### src/rtl/fmad_ctrl_pkg.sv
// Shared FPU constants: unit latencies, tag width and side-data sizing.
// Latencies are counted in clken=1 cycles of the owning unit.
package fmad_ctrl_pkg;

  localparam int FPU_WORD_W   = 32;
  localparam int FPU_MUL_LAT  = 3;
  localparam int FPU_ADD_LAT  = 7;
  localparam int FPU_DIV_LAT  = 12;
  localparam int FPU_SQRT_LAT = 16;
  localparam int FPU_TAG_W    = 5;

  // Mul-side record: {valid, c, is_sub, is_neg, tag}
  function automatic int mul_side_w(input int tag_w);
    return 1 + FPU_WORD_W + 2 + tag_w;
  endfunction

endpackage

### src/rtl/fmad_ctrl_if.sv
// Bundle of the issue, fp_mul, fmad_add and writeback signals around fmad_ctrl.
// Handshakes: a transfer happens on a rising edge where valid and ready are both
// high; valid and its payload hold until that edge, ready may change freely.
interface fmad_ctrl_if
  import fmad_ctrl_pkg::*;
#(
  parameter int TAG_W = FPU_TAG_W
);

  logic                  in_valid;
  logic                  in_ready;
  logic [FPU_WORD_W-1:0] in_a;
  logic [FPU_WORD_W-1:0] in_b;
  logic [FPU_WORD_W-1:0] in_c;
  logic                  in_is_neg;
  logic                  in_is_sub;
  logic [TAG_W-1:0]      in_tag;

  logic                  mul_clken;
  logic [FPU_WORD_W-1:0] mul_ope1;
  logic [FPU_WORD_W-1:0] mul_ope2;
  logic [FPU_WORD_W-1:0] mul_q;

  logic                  add_clken;
  logic [FPU_WORD_W-1:0] add_ope1;
  logic [FPU_WORD_W-1:0] add_ope2;
  logic                  add_is_sub;
  logic                  add_is_neg;
  logic [FPU_WORD_W-1:0] add_q;

  logic                  out_valid;
  logic                  out_ready;
  logic [FPU_WORD_W-1:0] out_q;
  logic [TAG_W-1:0]      out_tag;

  modport slave (
    input  in_valid, in_a, in_b, in_c, in_is_neg, in_is_sub, in_tag,
    input  mul_q, add_q, out_ready,
    output in_ready, mul_clken, mul_ope1, mul_ope2,
    output add_clken, add_ope1, add_ope2, add_is_sub, add_is_neg,
    output out_valid, out_q, out_tag
  );

  modport master (
    output in_valid, in_a, in_b, in_c, in_is_neg, in_is_sub, in_tag,
    output mul_q, add_q, out_ready,
    input  in_ready, mul_clken, mul_ope1, mul_ope2,
    input  add_clken, add_ope1, add_ope2, add_is_sub, add_is_neg,
    input  out_valid, out_q, out_tag
  );

endinterface

### src/rtl/fmad_ctrl_tag_pipe.sv
// Enable-gated shift register of DEPTH stages; carries side data alongside
// an external pipeline that freezes on the same enable.
module fpu_tag_pipe #(
  parameter int DEPTH = 3,
  parameter int W     = 8
) (
  input  logic         clk,
  input  logic         rst,
  input  logic         i_en,
  input  logic [W-1:0] i_d,
  output logic [W-1:0] o_q
);

  logic [W-1:0] r_stage [DEPTH];

  always_ff @(posedge clk) begin
    if (rst) begin
      for (int i = 0; i < DEPTH; i++) r_stage[i] <= '0;
    end else if (i_en) begin
      r_stage[0] <= i_d;
      for (int i = 1; i < DEPTH; i++) r_stage[i] <= r_stage[i-1];
    end
  end

  assign o_q = r_stage[DEPTH-1];

endmodule

### src/rtl/fmad_ctrl.sv
// Fused multiply-add control: sequences external fp_mul and fmad_add, carries
// the per-op side data through matching delay lines and registers the result.
module fmad_ctrl
  import fmad_ctrl_pkg::*;
#(
  parameter int MUL_LAT = FPU_MUL_LAT,
  parameter int ADD_LAT = FPU_ADD_LAT,
  parameter int TAG_W   = FPU_TAG_W
) (
  input  logic        clk,
  input  logic        rst,
  fmad_ctrl_if.slave  io_bus
);

  localparam int MSIDE_W = mul_side_w(TAG_W);
  localparam int ASIDE_W = 1 + TAG_W;

  logic                  w_stall;
  logic                  w_advance;
  logic [MSIDE_W-1:0]    w_mside_d;
  logic [MSIDE_W-1:0]    w_mside_q;
  logic [ASIDE_W-1:0]    w_aside_d;
  logic [ASIDE_W-1:0]    w_aside_q;

  logic                  r_out_valid;
  logic [FPU_WORD_W-1:0] r_out_q;
  logic [TAG_W-1:0]      r_out_tag;

  // Reset forces advance so the issue port reads ready during rst.
  assign w_stall   = r_out_valid & ~io_bus.out_ready & ~rst;
  assign w_advance = ~w_stall;

  assign io_bus.in_ready  = w_advance;
  assign io_bus.mul_clken = w_advance;
  assign io_bus.add_clken = w_advance;
  assign io_bus.mul_ope1  = io_bus.in_a;
  assign io_bus.mul_ope2  = io_bus.in_b;

  assign w_mside_d = {io_bus.in_valid, io_bus.in_c, io_bus.in_is_sub,
                      io_bus.in_is_neg, io_bus.in_tag};

  fpu_tag_pipe #(.DEPTH(MUL_LAT), .W(MSIDE_W)) u_mul_side (
    .clk  (clk),
    .rst  (rst),
    .i_en (w_advance),
    .i_d  (w_mside_d),
    .o_q  (w_mside_q)
  );

  assign io_bus.add_ope1   = io_bus.mul_q;
  assign io_bus.add_ope2   = w_mside_q[MSIDE_W-2 -: FPU_WORD_W];
  assign io_bus.add_is_sub = w_mside_q[TAG_W+1];
  assign io_bus.add_is_neg = w_mside_q[TAG_W];

  assign w_aside_d = {w_mside_q[MSIDE_W-1], w_mside_q[TAG_W-1:0]};

  fpu_tag_pipe #(.DEPTH(ADD_LAT), .W(ASIDE_W)) u_add_side (
    .clk  (clk),
    .rst  (rst),
    .i_en (w_advance),
    .i_d  (w_aside_d),
    .o_q  (w_aside_q)
  );

  always_ff @(posedge clk) begin
    if (rst) begin
      r_out_valid <= 1'b0;
      r_out_q     <= '0;
      r_out_tag   <= '0;
    end else if (w_advance) begin
      r_out_valid <= w_aside_q[ASIDE_W-1];
      r_out_q     <= io_bus.add_q;
      r_out_tag   <= w_aside_q[TAG_W-1:0];
    end
  end

  assign io_bus.out_valid = r_out_valid;
  assign io_bus.out_q     = r_out_q;
  assign io_bus.out_tag   = r_out_tag;

endmodule
### src/flat_wrapper.sv
// flat-port wrapper written by rule: the top's interface ports become plain ports
module fmad_ctrl_flat import fmad_ctrl_pkg::*;
#(
  parameter int MUL_LAT = FPU_MUL_LAT,
  parameter int ADD_LAT = FPU_ADD_LAT,
  parameter int TAG_W   = FPU_TAG_W
)
  (clk, rst, io_bus_in_valid, io_bus_in_a, io_bus_in_b, io_bus_in_c, io_bus_in_is_neg, io_bus_in_is_sub, io_bus_in_tag, io_bus_mul_q, io_bus_add_q, io_bus_out_ready, io_bus_in_ready, io_bus_mul_clken, io_bus_mul_ope1, io_bus_mul_ope2, io_bus_add_clken, io_bus_add_ope1, io_bus_add_ope2, io_bus_add_is_sub, io_bus_add_is_neg, io_bus_out_valid, io_bus_out_q, io_bus_out_tag);
  fmad_ctrl_if #(.TAG_W(TAG_W)) io_bus_i ();
  input  logic clk;
  input  logic rst;
  input wire logic [$bits(io_bus_i.in_valid)-1:0] io_bus_in_valid;
  input wire logic [$bits(io_bus_i.in_a)-1:0] io_bus_in_a;
  input wire logic [$bits(io_bus_i.in_b)-1:0] io_bus_in_b;
  input wire logic [$bits(io_bus_i.in_c)-1:0] io_bus_in_c;
  input wire logic [$bits(io_bus_i.in_is_neg)-1:0] io_bus_in_is_neg;
  input wire logic [$bits(io_bus_i.in_is_sub)-1:0] io_bus_in_is_sub;
  input wire logic [$bits(io_bus_i.in_tag)-1:0] io_bus_in_tag;
  input wire logic [$bits(io_bus_i.mul_q)-1:0] io_bus_mul_q;
  input wire logic [$bits(io_bus_i.add_q)-1:0] io_bus_add_q;
  input wire logic [$bits(io_bus_i.out_ready)-1:0] io_bus_out_ready;
  output wire logic [$bits(io_bus_i.in_ready)-1:0] io_bus_in_ready;
  output wire logic [$bits(io_bus_i.mul_clken)-1:0] io_bus_mul_clken;
  output wire logic [$bits(io_bus_i.mul_ope1)-1:0] io_bus_mul_ope1;
  output wire logic [$bits(io_bus_i.mul_ope2)-1:0] io_bus_mul_ope2;
  output wire logic [$bits(io_bus_i.add_clken)-1:0] io_bus_add_clken;
  output wire logic [$bits(io_bus_i.add_ope1)-1:0] io_bus_add_ope1;
  output wire logic [$bits(io_bus_i.add_ope2)-1:0] io_bus_add_ope2;
  output wire logic [$bits(io_bus_i.add_is_sub)-1:0] io_bus_add_is_sub;
  output wire logic [$bits(io_bus_i.add_is_neg)-1:0] io_bus_add_is_neg;
  output wire logic [$bits(io_bus_i.out_valid)-1:0] io_bus_out_valid;
  output wire logic [$bits(io_bus_i.out_q)-1:0] io_bus_out_q;
  output wire logic [$bits(io_bus_i.out_tag)-1:0] io_bus_out_tag;
  assign io_bus_i.in_valid = io_bus_in_valid;
  assign io_bus_i.in_a = io_bus_in_a;
  assign io_bus_i.in_b = io_bus_in_b;
  assign io_bus_i.in_c = io_bus_in_c;
  assign io_bus_i.in_is_neg = io_bus_in_is_neg;
  assign io_bus_i.in_is_sub = io_bus_in_is_sub;
  assign io_bus_i.in_tag = io_bus_in_tag;
  assign io_bus_i.mul_q = io_bus_mul_q;
  assign io_bus_i.add_q = io_bus_add_q;
  assign io_bus_i.out_ready = io_bus_out_ready;
  assign io_bus_in_ready = io_bus_i.in_ready;
  assign io_bus_mul_clken = io_bus_i.mul_clken;
  assign io_bus_mul_ope1 = io_bus_i.mul_ope1;
  assign io_bus_mul_ope2 = io_bus_i.mul_ope2;
  assign io_bus_add_clken = io_bus_i.add_clken;
  assign io_bus_add_ope1 = io_bus_i.add_ope1;
  assign io_bus_add_ope2 = io_bus_i.add_ope2;
  assign io_bus_add_is_sub = io_bus_i.add_is_sub;
  assign io_bus_add_is_neg = io_bus_i.add_is_neg;
  assign io_bus_out_valid = io_bus_i.out_valid;
  assign io_bus_out_q = io_bus_i.out_q;
  assign io_bus_out_tag = io_bus_i.out_tag;
  fmad_ctrl #(.MUL_LAT(MUL_LAT), .ADD_LAT(ADD_LAT), .TAG_W(TAG_W)) u_core (.clk(clk), .rst(rst), .io_bus(io_bus_i));
endmodule
### config.mk
export PLATFORM = sky130hd
export DESIGN_NAME = fmad_ctrl_flat
export DESIGN_NICKNAME = d
export VERILOG_FILES = /design/src/rtl/fmad_ctrl_pkg.sv /design/src/rtl/fmad_ctrl_if.sv /design/src/rtl/fmad_ctrl_tag_pipe.sv /design/src/rtl/fmad_ctrl.sv /design/src/flat_wrapper.sv
export SDC_FILE = /design/constraint.sdc
export NUM_CORES = 1
export LEC_CHECK = 0
export BUFFER_PORTS_ARGS = -buffer_cell sky130_fd_sc_hd__buf_2
export CORE_ASPECT_RATIO = 0.9
export CORE_MARGIN = 2
export CORE_UTILIZATION = 50
export DETAILED_ROUTE_END_ITERATION = 8
export MAX_ROUTING_LAYER = met4
export PLACE_DENSITY = 0.85
export SLEW_MARGIN = 20
export SYNTH_ARGS = -nofsm -noshare
export SYNTH_HDL_FRONTEND = slang
export SYNTH_HIERARCHICAL = 1
export SYNTH_SLANG_ARGS = --single-unit
### constraint.sdc
create_clock -name clk -period 6.2 [get_ports clk]
set_input_delay 0.62 -clock clk [delete_from_list [all_inputs] [get_ports clk]]
set_output_delay 0.62 -clock clk [all_outputs]
set_load 0.02 [all_outputs]
### Yosys cells after proc, flatten, opt, wreduce, memory -nomap -nowiden

Memory sizes are Yosys's and may differ from the RTL's. A register that Yosys moved wholly into a read port is not among the register bits.
Index checks and enable logic that the tools add are counted.

* muxes and demuxes: 15
* bitwise logic cells: 15
* reduce and logical (&&, ||, !) cells: 1

Operator list (number)
* two-way mux 40 bit: 3
* two-way mux 6 bit: 7
* OR 1 bit: 10
* two-way mux 1 bit: 5
* NOT 1 bit: 3
* bitwise AND 1 bit: 2
* logical NOT 1 bit: 1

* register bits after elaboration: 32
* bits in writable memories: 162
* output and inout port bits: 171
* word-level logic and storage cells: 34
* memories: 2

Memory list
* u_core.u_mul_side.r_stage: words 3, width 40, read ports 3, clocked after Yosys merged registers in 0, write ports 3, RTL line fmad_ctrl_tag_pipe.sv:14 `logic [W-1:0] r_stage [DEPTH];`
* u_core.u_add_side.r_stage: words 7, width 6, read ports 7, clocked after Yosys merged registers in 1, write ports 7, RTL line fmad_ctrl_tag_pipe.sv:14

### Depth between registers and ports, before layout

Gate-level depths: netlist (run 1).

* depth in word-level cells: 7
* depth in mapped cells: 6
* depth with buffers taken out: 3

### By module

The synthesis (run 1) kept the hierarchy.

Modules (own cells, without submodules)
* fpu_tag_pipe at u_core.u_mul_side: times used 1, cells an instance 307, area an instance 5212.5 um^2, seq. area each 3603.5 um^2
* fmad_ctrl: times used 1, cells an instance 270, area an instance 2581.2 um^2, seq. area each 760.7 um^2
* fpu_tag_pipe at u_core.u_add_side: times used 1, cells an instance 98, area an instance 1726.7 um^2, seq. area each 1261.2 um^2

### Worst setup path after synthesis (run 1)

OpenSTA, ideal clock, no wires.

* path type: input to register
* start: input port rst
* end: memory u_core/u_mul_side/r_stage[0][0] (netlist name) (enable)
* setup time: 0.487 ns
* data arrival time: 4.239 ns
* setup slack: 1.474 ns
* stages on the path: 5
* cells stage by stage: buf_6 > buf_6 > nand2b_1 > buf_6 > or2_1

RTL lines
* start, declared: RTL line flat_wrapper.sv:11 `input logic rst;`
* end, declared: RTL line fmad_ctrl_tag_pipe.sv:14

### Worst setup path in the final report (run 1)

* start: register u_core.r_out_valid, in the netlist u_core/io_bus.out_valid (read register of u_core.u_add_side.r_stage)
* end: output port io_bus_add_clken

* word-level cells in the longest chain between the ends: 3

RTL lines
* start, declared: RTL line fmad_ctrl.sv:25 `logic r_out_valid;`
* bitwise AND 1 bit (2 in series): RTL line fmad_ctrl.sv:30 `assign w_stall = r_out_valid & ~io_bus.out_ready & ~rst;`
* NOT 1 bit: RTL line fmad_ctrl.sv:31 `assign w_advance = ~w_stall;`
* end, declared: RTL line flat_wrapper.sv:26 `output wire logic [$bits(io_bus_i.add_clken)-1:0] io_bus_add_clken;`

Every way passes these cells.

==> results of run 1 <==
## registers in the layout (all words and copies together) (netlist names)
signal                     flops
u_core/io_bus.out_tag          5
u_core/u_mul_side/r_stage    120
u_core/io_bus.out_valid        1
u_core/u_add_side/r_stage     42
u_core/io_bus.out_q           32
## path summary, 6_finish.rpt
path,start,endpoint,cells past startpoint
worst max-delay path,u_core/io_bus.out_valid,io_bus_add_clken,5
worst min-delay path,io_bus_add_q[2],u_core/io_bus.out_q[2],3
worst max register to register,u_core/io_bus.out_valid,u_core/u_mul_side/r_stage[0][52],5
worst min register to register,u_core/u_add_side/r_stage[0][41],u_core/io_bus.out_valid,1
## through the flow
stage / area, um2 / hold slack [ns] / power [W]
floorplan: 9520 / 0.509 / 0.00172
global placement: 9050 / 0.457 / 0.00167
detailed placement: 9050 / 0.463 / 0.00167
CTS: 9600 / 0.417 / 0.00269
global route: 9600 / 0.433 / 0.00276
finish: 9600 / 0.447 / 0.00267
## cells by family (layout without fill, tap and decap cells)
kind of cell / Yosys count / after routing / synth area share, %
compound gates: 38 / 38 / 2.52
buf+inv: 197 / 184 / 16.4
flops: 200 / 200 / 59.1
other cells: 0 / 1 / 0
simple gates: 240 / 240 / 22.0
## routing by layer
| metal | part of all wire, % | vias up | GRT usage (%) |
|---|---|---|---|
| li1 | - | 2237 | - |
| met1 | 42 | 2210 | 21.3 |
| met2 | 43 | 280 | 20.7 |
| met3 | 14 | 14 | 10.7 |
| met4 | 0.67 | 0 | 5.24 |
| met5 | 0 | - | - |
## final cells by class
| type | instances | area (um2) | area share, % |
|---|---|---|---|
| sequential | 200 | 5630 | 58.6 |
| clock buffer | 19 | 433 | 4.51 |
| multi-input combinational | 278 | 2340 | 24.4 |
| tap | 245 | 307 | 3.19 |
| clock inverter | 12 | 111 | 1.16 |
| timing repair buffer | 153 | 778 | 8.11 |
| antenna | 1 | 2.50 | 0.0261 |
## worst max-delay path, delay by kind of cell, from the launching register on
kind | cells | cell delay, ns
buffers and inverters | 3 | 1.10
AND/OR/NAND/NOR | 2 | 1.59
flip-flops | 1 | 0.31
## placed cells by master, fill, tap and decap left out
| cell | instances |
|---|---|
| o21ai_0 | 7 |
| clkinv_4 | 1 |
| diode_2 | 1 |
| buf_2 | 148 |
| dfxtp_1 | 38 |
| inv_8 | 4 |
| nor2b_4 | 1 |
| nand2b_1 | 37 |
| nand2b_4 | 1 |
| and3b_2 | 6 |
| or2_2 | 1 |
| nand4bb_1 | 37 |
| clkbuf_1 | 2 |
| or2_4 | 1 |
| clkinv_2 | 1 |
| o21ai_2 | 12 |
| o21ai_1 | 18 |
| o21ba_2 | 1 |
| clkinvlp_2 | 1 |
| edfxtp_1 | 162 |
| nor2b_1 | 6 |
| and3b_1 | 150 |
| clkinv_8 | 1 |
| inv_6 | 1 |
| clkbuf_16 | 17 |
| clkinvlp_4 | 3 |
| buf_4 | 5 |
## power by group through the flow
stage / clock, W / combinational, W / sequential, W
final: 0.00103 / 0.000141 / 0.00150
after global routing: 0.00110 / 0.000153 / 0.00150
after CTS: 0.00105 / 0.000142 / 0.00150
after detailed placement: 0 / 0.000142 / 0.00153
after global placement: 0 / 0.000139 / 0.00153
after floorplan: 0 / 0.000186 / 0.00154
==> impl_metrics.env, run 1 <==
export IMPL_post_dp_hpwl_mm=10.6
export IMPL_nets=821
export IMPL_drt_pre_antenna_iters=4
export IMPL_drv_slew=0
export IMPL_rsz_0062_raised_after_global_routing="false"
export IMPL_cts_repair_resized=0
export IMPL_worst_endpoint_arrival_ns=3.44
export IMPL_final_core_util_pct=51.8
export IMPL_period_needed_ns=4.06
export IMPL_pwr_share_comb_pct=5.3
export IMPL_cap_violations=0
export IMPL_cts_made_buffers=17
export IMPL_io_buffer_count=149
export IMPL_cts_root_to_sink_buffers=2
export IMPL_timing_critical_path_cells="buf_4 > nor2b_4 > nand2b_4 > buf_4 > buf_2"
export IMPL_sw_frac_of_total_pct=22.1
export IMPL_synthToLayoutAreaGrowth_pct=0.828
export IMPL_crit_path_launch_type="flip-flop"
export IMPL_synth_area_mm2=0.00952
export IMPL_ir_worst_vdd_v=0.000207
export IMPL_height_of_the_die_um=135
export IMPL_critPathSlowestCell="nor2b_4"
export IMPL_ys_seq_area_share_pct=59.1
export IMPL_crit_required_ns=5.58
export IMPL_number_of_antenna_violations_at_the_first_check_in_global_routing=1
export IMPL_die_width_um=149
export IMPL_hold_path_class="input pin to flip-flop"
export IMPL_reg2reg_setup_slack_ns=2.39
export IMPL_achievable_frequency_mhz=246
export IMPL_vias_per_inst=5.22
export IMPL_detail_route_drc_violations=0
export IMPL_grt_pass1_wl_mm=24.2
export IMPL_postSynth_topFlopCell="edfxtp_1"
export IMPL_cts_sinks=200
export IMPL_timing_critical_path_mode_cell="buf_4"
export IMPL_timing_max_slew_rel_slack_pct=27.7
export IMPL_yosys_warnings=6
export IMPL_synth_cells_most_frequent="edfxtp_1, and3b_1, buf_4"
export IMPL_static_leakage_power_nw=4.58
export IMPL_global_route_overflow_total=0
export IMPL_yosysMostFrequentCell="edfxtp_1"
export IMPL_cts_clk_slew_worst_paths_ns=0.08
export IMPL_netlist_instances=675
export IMPL_power_density_cell_area_mw_per_mm2=278
export IMPL_core_rowCount=47
export IMPL_track_usage_pct=16.5
export IMPL_top_level_ports=342
export IMPL_synth_avg_cell_area_um2=14.1
export IMPL_ant_nets=0
export IMPL_final_instance_count_excl_fill=908
export IMPL_drive_gt1_share_pct=31.0
export IMPL_synth_nets=846
export IMPL_preCtsSetupSlack_ns=2.18
export IMPL_numPlacedInstances=876
export IMPL_yosys_top_cells_area="edfxtp_1, and3b_1, buf_4"
export IMPL_post_cts_setup_buffer_count=0
export IMPL_vias_in_the_first_global_route=4321
export IMPL_cts_tree="built"
export IMPL_holdBufCountCts=0
export IMPL_switchingPower_w=0.000588
export IMPL_final_setup_viol_count=0
export IMPL_max_stage_delay_ns=0.96
export IMPL_finalWeightedCongestion=0.793
export IMPL_num_fill_cells=1517
export IMPL_dr_first_iter_drc_count=374
export IMPL_tightest_slew_ns=1.08
export IMPL_crit_fanout=93
export IMPL_timing_clock_skew_ns=0.0224
export IMPL_synth_seq_cells=200
export IMPL_timing_final_crit_share_pct=65.5
export IMPL_routed_wire_length_per_instance_um=18.6
export IMPL_cts_htree_levels=4
export IMPL_internal_power_w=0.00208
export IMPL_netlist_top_cell_by_area="edfxtp_1"
export IMPL_synth_distinct_cells=19
export IMPL_die_area_mm2=0.0202
export IMPL_clk_root_buffer_cell="clkbuf_16"
export IMPL_number_of_flops_mapped_to_enable_cells_by_yosys=162
export IMPL_share_seq_of_total_power_pct=56.1
export IMPL_fin_ws_ns=2.14
export IMPL_async_reset_ff_share_pct=0
export IMPL_initial_core_util_pct=51.4
export IMPL_setup_tns_ns=0
export IMPL_synth_top_area_share_pct=51.1
export IMPL_clock_latency_ns=0.43
export IMPL_cp_end_kind="output port"
export IMPL_coreArea_mm2=0.0185
export IMPL_hold_viol_final=0
export IMPL_outcome="finished, final reports clean"
export IMPL_power_frac_clock_pct=38.6
export IMPL_setup_worst_path_class="flip-flop to output port"
export IMPL_grt_start_max_net_pins=131
export IMPL_totalWireLength_mm=16.9
export IMPL_routed_vias=4741
(Power assumes the default switching activity.)
==> run 2: changes to the inputs <==
CORE_UTILIZATION = 45   (was 50)
PLACE_DENSITY = 0.81   (was 0.85)
clock period = 3.58 ns   (was 6.2 ns; I/O delays follow)
==> impl_metrics.env, run 2 (same netlist as run 1, synthesis figures left out) <==
export IMPL_outcome="finished, final reports clean"
export IMPL_grt_pass1_wl_mm=24.2
export IMPL_drive_gt1_share_pct=31.1
export IMPL_sw_frac_of_total_pct=21.4
export IMPL_vias_in_the_first_global_route=4525
export IMPL_largest_register_ffs=120
export IMPL_core_rowCount=50
export IMPL_drt_pre_antenna_iters=4
export IMPL_number_of_antenna_violations_at_the_first_check_in_global_routing=0
export IMPL_period_needed_ns=2.16
export IMPL_worstRegToRegCells=4
export IMPL_post_dp_hpwl_mm=10.3
export IMPL_clk_root_buffer_cell="clkbuf_16"
export IMPL_cts_made_buffers=17
export IMPL_power_density_cell_area_mw_per_mm2=472
export IMPL_hold_path_class="input pin to flip-flop"
export IMPL_routed_vias=4741
export IMPL_antennaDiodeCount=0
export IMPL_timing_hold_worst_start="io_bus_add_q[4]"
export IMPL_track_usage_pct=14.7
export IMPL_cts_htree_levels=4
export IMPL_crit_fanout=55
export IMPL_cts_repair_resized=0
export IMPL_dr_first_iter_drc_count=456
export IMPL_cts_root_to_sink_buffers=2
export IMPL_hold_viol_final=0
export IMPL_crit_required_ns=3.22
export IMPL_most_common_layout_cells="edfxtp_1, and3b_1, buf_2"
export IMPL_cap_violations=0
export IMPL_rsz_0062_raised_after_global_routing="false"
export IMPL_worst_endpoint_arrival_ns=1.80
export IMPL_die_area_mm2=0.0223
export IMPL_switchingPower_w=0.000981
export IMPL_r2r_end="u_core/u_mul_side/r_stage[0][39]"
export IMPL_drv_slew=0
export IMPL_ir_worst_vdd_v=0.000279
export IMPL_height_of_the_die_um=142
export IMPL_setup_worst_path_class="flip-flop to output port"
export IMPL_num_fill_cells=1819
export IMPL_coreArea_mm2=0.0208
export IMPL_critical_path_top_delay_family="buffers and inverters"
export IMPL_share_seq_of_total_power_pct=56.6
export IMPL_top_level_ports=342
export IMPL_mostFrequentLayoutCell="edfxtp_1"
export IMPL_synthToLayoutAreaGrowth_pct=1.83
export IMPL_static_leakage_power_nw=4.60
export IMPL_setup_tns_ns=0
export IMPL_io_buffer_count=149
export IMPL_finalWeightedCongestion=0.702
export IMPL_register_with_the_most_flip_flops="u_core/u_mul_side/r_stage"
export IMPL_detail_route_drc_violations=0
export IMPL_achievable_frequency_mhz=463
export IMPL_max_stage_delay_ns=0.35
export IMPL_initial_core_util_pct=45.8
export IMPL_hold_path_depth=3
export IMPL_nets=826
export IMPL_internal_power_w=0.00360
export IMPL_routed_wire_length_per_instance_um=17.3
export IMPL_cts_sinks=200
export IMPL_preCtsSetupSlack_ns=1.07
export IMPL_timing_critical_path_cells="nor2b_4 > nand2b_4 > buf_4 > buf_2"
export IMPL_timing_max_slew_rel_slack_pct=33.9
export IMPL_ant_nets=0
export IMPL_critical_path_buf_inv_count=2
export IMPL_clock_latency_ns=0.43
export IMPL_critPathSlowestCell="nand2b_4"
export IMPL_power_frac_clock_pct=38.0
export IMPL_r2r_start="u_core/io_bus.out_valid"
export IMPL_holdBufCountCts=0
export IMPL_cp_end_kind="output port"
export IMPL_timing_clock_skew_ns=0.0141
export IMPL_hold_end="u_core/io_bus.out_q[4]"
export IMPL_grt_start_max_net_pins=119
export IMPL_final_setup_viol_count=0
export IMPL_vias_per_inst=4.98
export IMPL_tightest_slew_ns=0.991
export IMPL_cts_clk_slew_worst_paths_ns=0.08
export IMPL_global_route_overflow_total=0
export IMPL_pwr_share_comb_pct=5.4
export IMPL_reg2reg_setup_slack_ns=1.46
export IMPL_totalWireLength_mm=16.4
export IMPL_post_cts_setup_buffer_count=0
export IMPL_crit_path_launch_type="flip-flop"
export IMPL_fin_ws_ns=1.42
export IMPL_die_width_um=157
export IMPL_cts_tree="built"
export IMPL_timing_final_crit_share_pct=60.4
==> run 2: cell count changes in the layout (fill, tap and decap cells not counted) <==
cell / change
buf_12: +2
buf_4: +3
clkbuf_1: +2
clkinv_2: -1
clkinv_4: -1
clkinvlp_2: -1
diode_2: -1
inv_6: +2
inv_8: -2
==> run 2: worst max path at each step <==
stage | startpoint | endpoint | slack [ns] | cells after the start
CTS | u_core/io_bus.out_valid | io_bus_add_clken | 1.37 | 4
global placement | rst | u_core/u_add_side/r_stage[0][2] | 1.13 | 3
finish | u_core/io_bus.out_valid | io_bus_add_clken | 1.42 | 4
floorplan | u_core/io_bus.out_valid | u_core/u_mul_side/r_stage[0][0] | 0.30 | 5
detailed placement | rst | u_core/u_add_side/r_stage[0][2] | 1.07 | 3
global route | u_core/io_bus.out_valid | io_bus_add_clken | 1.26 | 4
==> run 2: per-layer routing <==
metal / vias to the layer above / global-route usage, % / share of wire, % / wire length [um]
li1: 2255 / - / - / -
met4: 0 / 4.07 / 1.1 / 181
met3: 17 / 9.68 / 13 / 2140
met1: 2221 / 18.4 / 44 / 7260
met2: 248 / 19.3 / 42 / 6850
met5: - / - / 0 / 0
==> run 2: power by group through the flow <==
| stage | sequential, W | clock, W | combinational [W] |
|---|---|---|---|
| after floorplan | 0.00266 | 0 | 0.000322 |
| after global placement | 0.00264 | 0 | 0.000242 |
| after detailed placement | 0.00264 | 0 | 0.000247 |
| after CTS | 0.00259 | 0.00179 | 0.000247 |
| after global routing | 0.00260 | 0.00189 | 0.000268 |
| final | 0.00259 | 0.00174 | 0.000246 |
==> run 2: per-stage QoR <==
step	utilization [%]	std cells	hold WS, ns	power [W]	area, um2
4_1_cts	46.7	952	0.144	0.00463	9690
3_5_place_dp	44.1	922	0.478	0.00289	9170
6_report	46.7	952	0.169	0.00458	9690
2_1_floorplan	-	675	0.503	0.00298	9520
5_1_grt	46.7	952	0.153	0.00476	9690
3_3_place_gp	44.1	922	0.472	0.00288	9170
==> run 2: worst reg2reg max path, cell delays in order, from the launching register on <==
cell      delay [ns]
dfxtp_1         0.31
nor2b_4         0.14
nand2b_4        0.35
or2_4           0.66
buf_12          0.35
==> run 2: final cells by class <==
class,count,area (um2),area share [%]
Sequential cell,200,5630,58.0
Timing Repair Buffer,158,841,8.67
Clock buffer,21,440,4.54
Clock inverter,9,87.6,0.903
Multi-Input combinational cell,278,2340,24.2
Tap cell,286,358,3.69
==> run 3: changes to the inputs <==
CORE_UTILIZATION = 50   (was 45)
PLACE_DENSITY = 0.85   (was 0.81)
clock period = 2.1 ns   (was 3.58 ns; I/O delays follow)
==> impl_metrics.env, run 3 (same netlist as run 1, synthesis figures left out) <==
export IMPL_post_dp_hpwl_mm=10.8
export IMPL_die_area_mm2=0.0202
export IMPL_wl_met2_mm=7.73
export IMPL_tightest_slew_ns=0.997
export IMPL_dr_first_iter_drc_count=297
export IMPL_sw_frac_of_total_pct=22.0
export IMPL_worst_endpoint_arrival_ns=1.73
export IMPL_static_leakage_power_nw=4.64
export IMPL_ir_worst_vdd_v=0.000625
export IMPL_die_width_um=149
export IMPL_routed_wire_length_per_instance_um=18.7
export IMPL_number_of_antenna_violations_at_the_first_check_in_global_routing=4
export IMPL_coreArea_mm2=0.0185
export IMPL_height_of_the_die_um=135
export IMPL_switchingPower_w=0.00177
export IMPL_timing_final_crit_share_pct=92.5
export IMPL_detail_route_drc_violations=0
export IMPL_top_signal_layer_used="met4"
export IMPL_register_with_the_most_flip_flops="u_core/u_mul_side/r_stage"
export IMPL_final_instance_count_excl_fill=918
export IMPL_drt_pre_antenna_iters=4
export IMPL_clk_root_buffer_cell="clkbuf_16"
export IMPL_hold_path_class="input pin to flip-flop"
export IMPL_cp_end_kind="output port"
export IMPL_drive_gt1_share_pct=31.7
export IMPL_met3_length_mm=2.13
export IMPL_setup_tns_ns=0
export IMPL_cts_repair_resized=1
export IMPL_rsz_0062_raised_after_global_routing="false"
export IMPL_synthToLayoutAreaGrowth_pct=2.12
export IMPL_clock_latency_ns=0.43
export IMPL_routed_vias=4757
export IMPL_max_stage_delay_ns=0.45
export IMPL_mostFrequentLayoutCell="edfxtp_1"
export IMPL_ant_nets=0
export IMPL_crit_required_ns=1.89
export IMPL_final_setup_viol_count=0
export IMPL_cts_root_to_sink_buffers=2
export IMPL_drv_slew=0
export IMPL_critPathSlowestCell="buf_6"
export IMPL_cts_sinks=200
export IMPL_finalWeightedCongestion=0.777
export IMPL_top_level_ports=342
export IMPL_cts_htree_levels=4
export IMPL_grt_pass1_wl_mm=25.0
export IMPL_achievable_frequency_mhz=515
export IMPL_cap_violations=0
export IMPL_power_frac_clock_pct=39.9
export IMPL_vias_in_the_first_global_route=4601
export IMPL_core_rowCount=47
export IMPL_nets=826
export IMPL_final_core_util_pct=52.5
export IMPL_post_cts_setup_buffer_count=0
export IMPL_routedLengthMet1_mm=6.87
export IMPL_preCtsSetupSlack_ns=0.355
export IMPL_grt_start_max_net_pins=133
export IMPL_largest_register_ffs=120
export IMPL_power_density_cell_area_mw_per_mm2=828
export IMPL_most_common_layout_cells="edfxtp_1, and3b_1, buf_2"
export IMPL_global_route_overflow_total=0
export IMPL_crit_fanout=109
export IMPL_fin_ws_ns=0.157
export IMPL_timing_max_slew_rel_slack_pct=33.5
export IMPL_cts_clk_slew_worst_paths_ns=0.08
export IMPL_pwr_share_comb_pct=5.2
export IMPL_period_needed_ns=1.94
export IMPL_timing_critical_path_cells="nor2b_4 > nand2b_4 > buf_6 > buf_2"
export IMPL_holdBufCountCts=0
export IMPL_track_usage_pct=17.1
export IMPL_hold_viol_final=0
export IMPL_timing_clock_skew_ns=0.0138
export IMPL_totalWireLength_mm=17.1
export IMPL_vias_per_inst=5.18
export IMPL_initial_core_util_pct=51.4
export IMPL_cts_made_buffers=17
export IMPL_numPlacedInstances=881
export IMPL_setup_worst_path_class="flip-flop to output port"
export IMPL_outcome="finished, final reports clean"
export IMPL_finalPower_w=0.00805
export IMPL_share_seq_of_total_power_pct=54.9
export IMPL_crit_path_launch_type="flip-flop"
export IMPL_cts_tree="built"
export IMPL_io_buffer_count=149
export IMPL_internal_power_w=0.00628
## run 3: final cells by class
class	count	area, um2
Antenna cell	5	12.5
Fill cell	1482	8800
Sequential cell	200	5630
Clock inverter	13	156
Tap cell	245	307
Timing Repair Buffer	158	845
Clock buffer	19	433
Multi-Input combinational cell	278	2340
## run 3: metal layers
layer | global-route usage (%) | vias up
li1 | - | 2259
met1 | 19.4 | 2222
met2 | 24.2 | 247
met3 | 11.2 | 29
met4 | 6.61 | 0
met5 | - | -
## run 3: critical path: cells and delay by family (launching register included)
| family | cells | cell delay (ns) |
|---|---|---|
| buffers and inverters | 2 | 0.73 |
| and+or+nand+nor | 2 | 0.23 |
| DFF | 1 | 0.33 |
## run 3: worst paths after layout
path                                    startpoint  slack (ns)                                to  depth (start not counted)
setup reg to reg           u_core/io_bus.out_valid        0.36  u_core/u_add_side/r_stage[0][24]                          3
setup / recovery           u_core/io_bus.out_valid        0.16                  io_bus_add_clken                          4
hold / removal                     io_bus_add_q[1]        0.03            u_core/io_bus.out_q[1]                          3
hold reg to reg   u_core/u_add_side/r_stage[0][41]        0.49           u_core/io_bus.out_valid                          1
## run 3: power groups by stage
stage	clock, W	sequential [W]	combinational [W]
3_5_place_dp	0	0.00451	0.000425
3_3_place_gp	0	0.00450	0.000415
2_1_floorplan	0	0.00453	0.000549
5_1_grt	0.00344	0.00443	0.000457
6_report	0.00321	0.00442	0.000422
4_1_cts	0.00329	0.00442	0.000426
## run 3: per-stage QoR
stage	area, um2	hold WS, ns
floorplan	9540	0.355
global placement	9120	0.420
detailed placement	9120	0.420
CTS	9710	0.00509
global route	9720	0.0193
finish	9720	0.0301
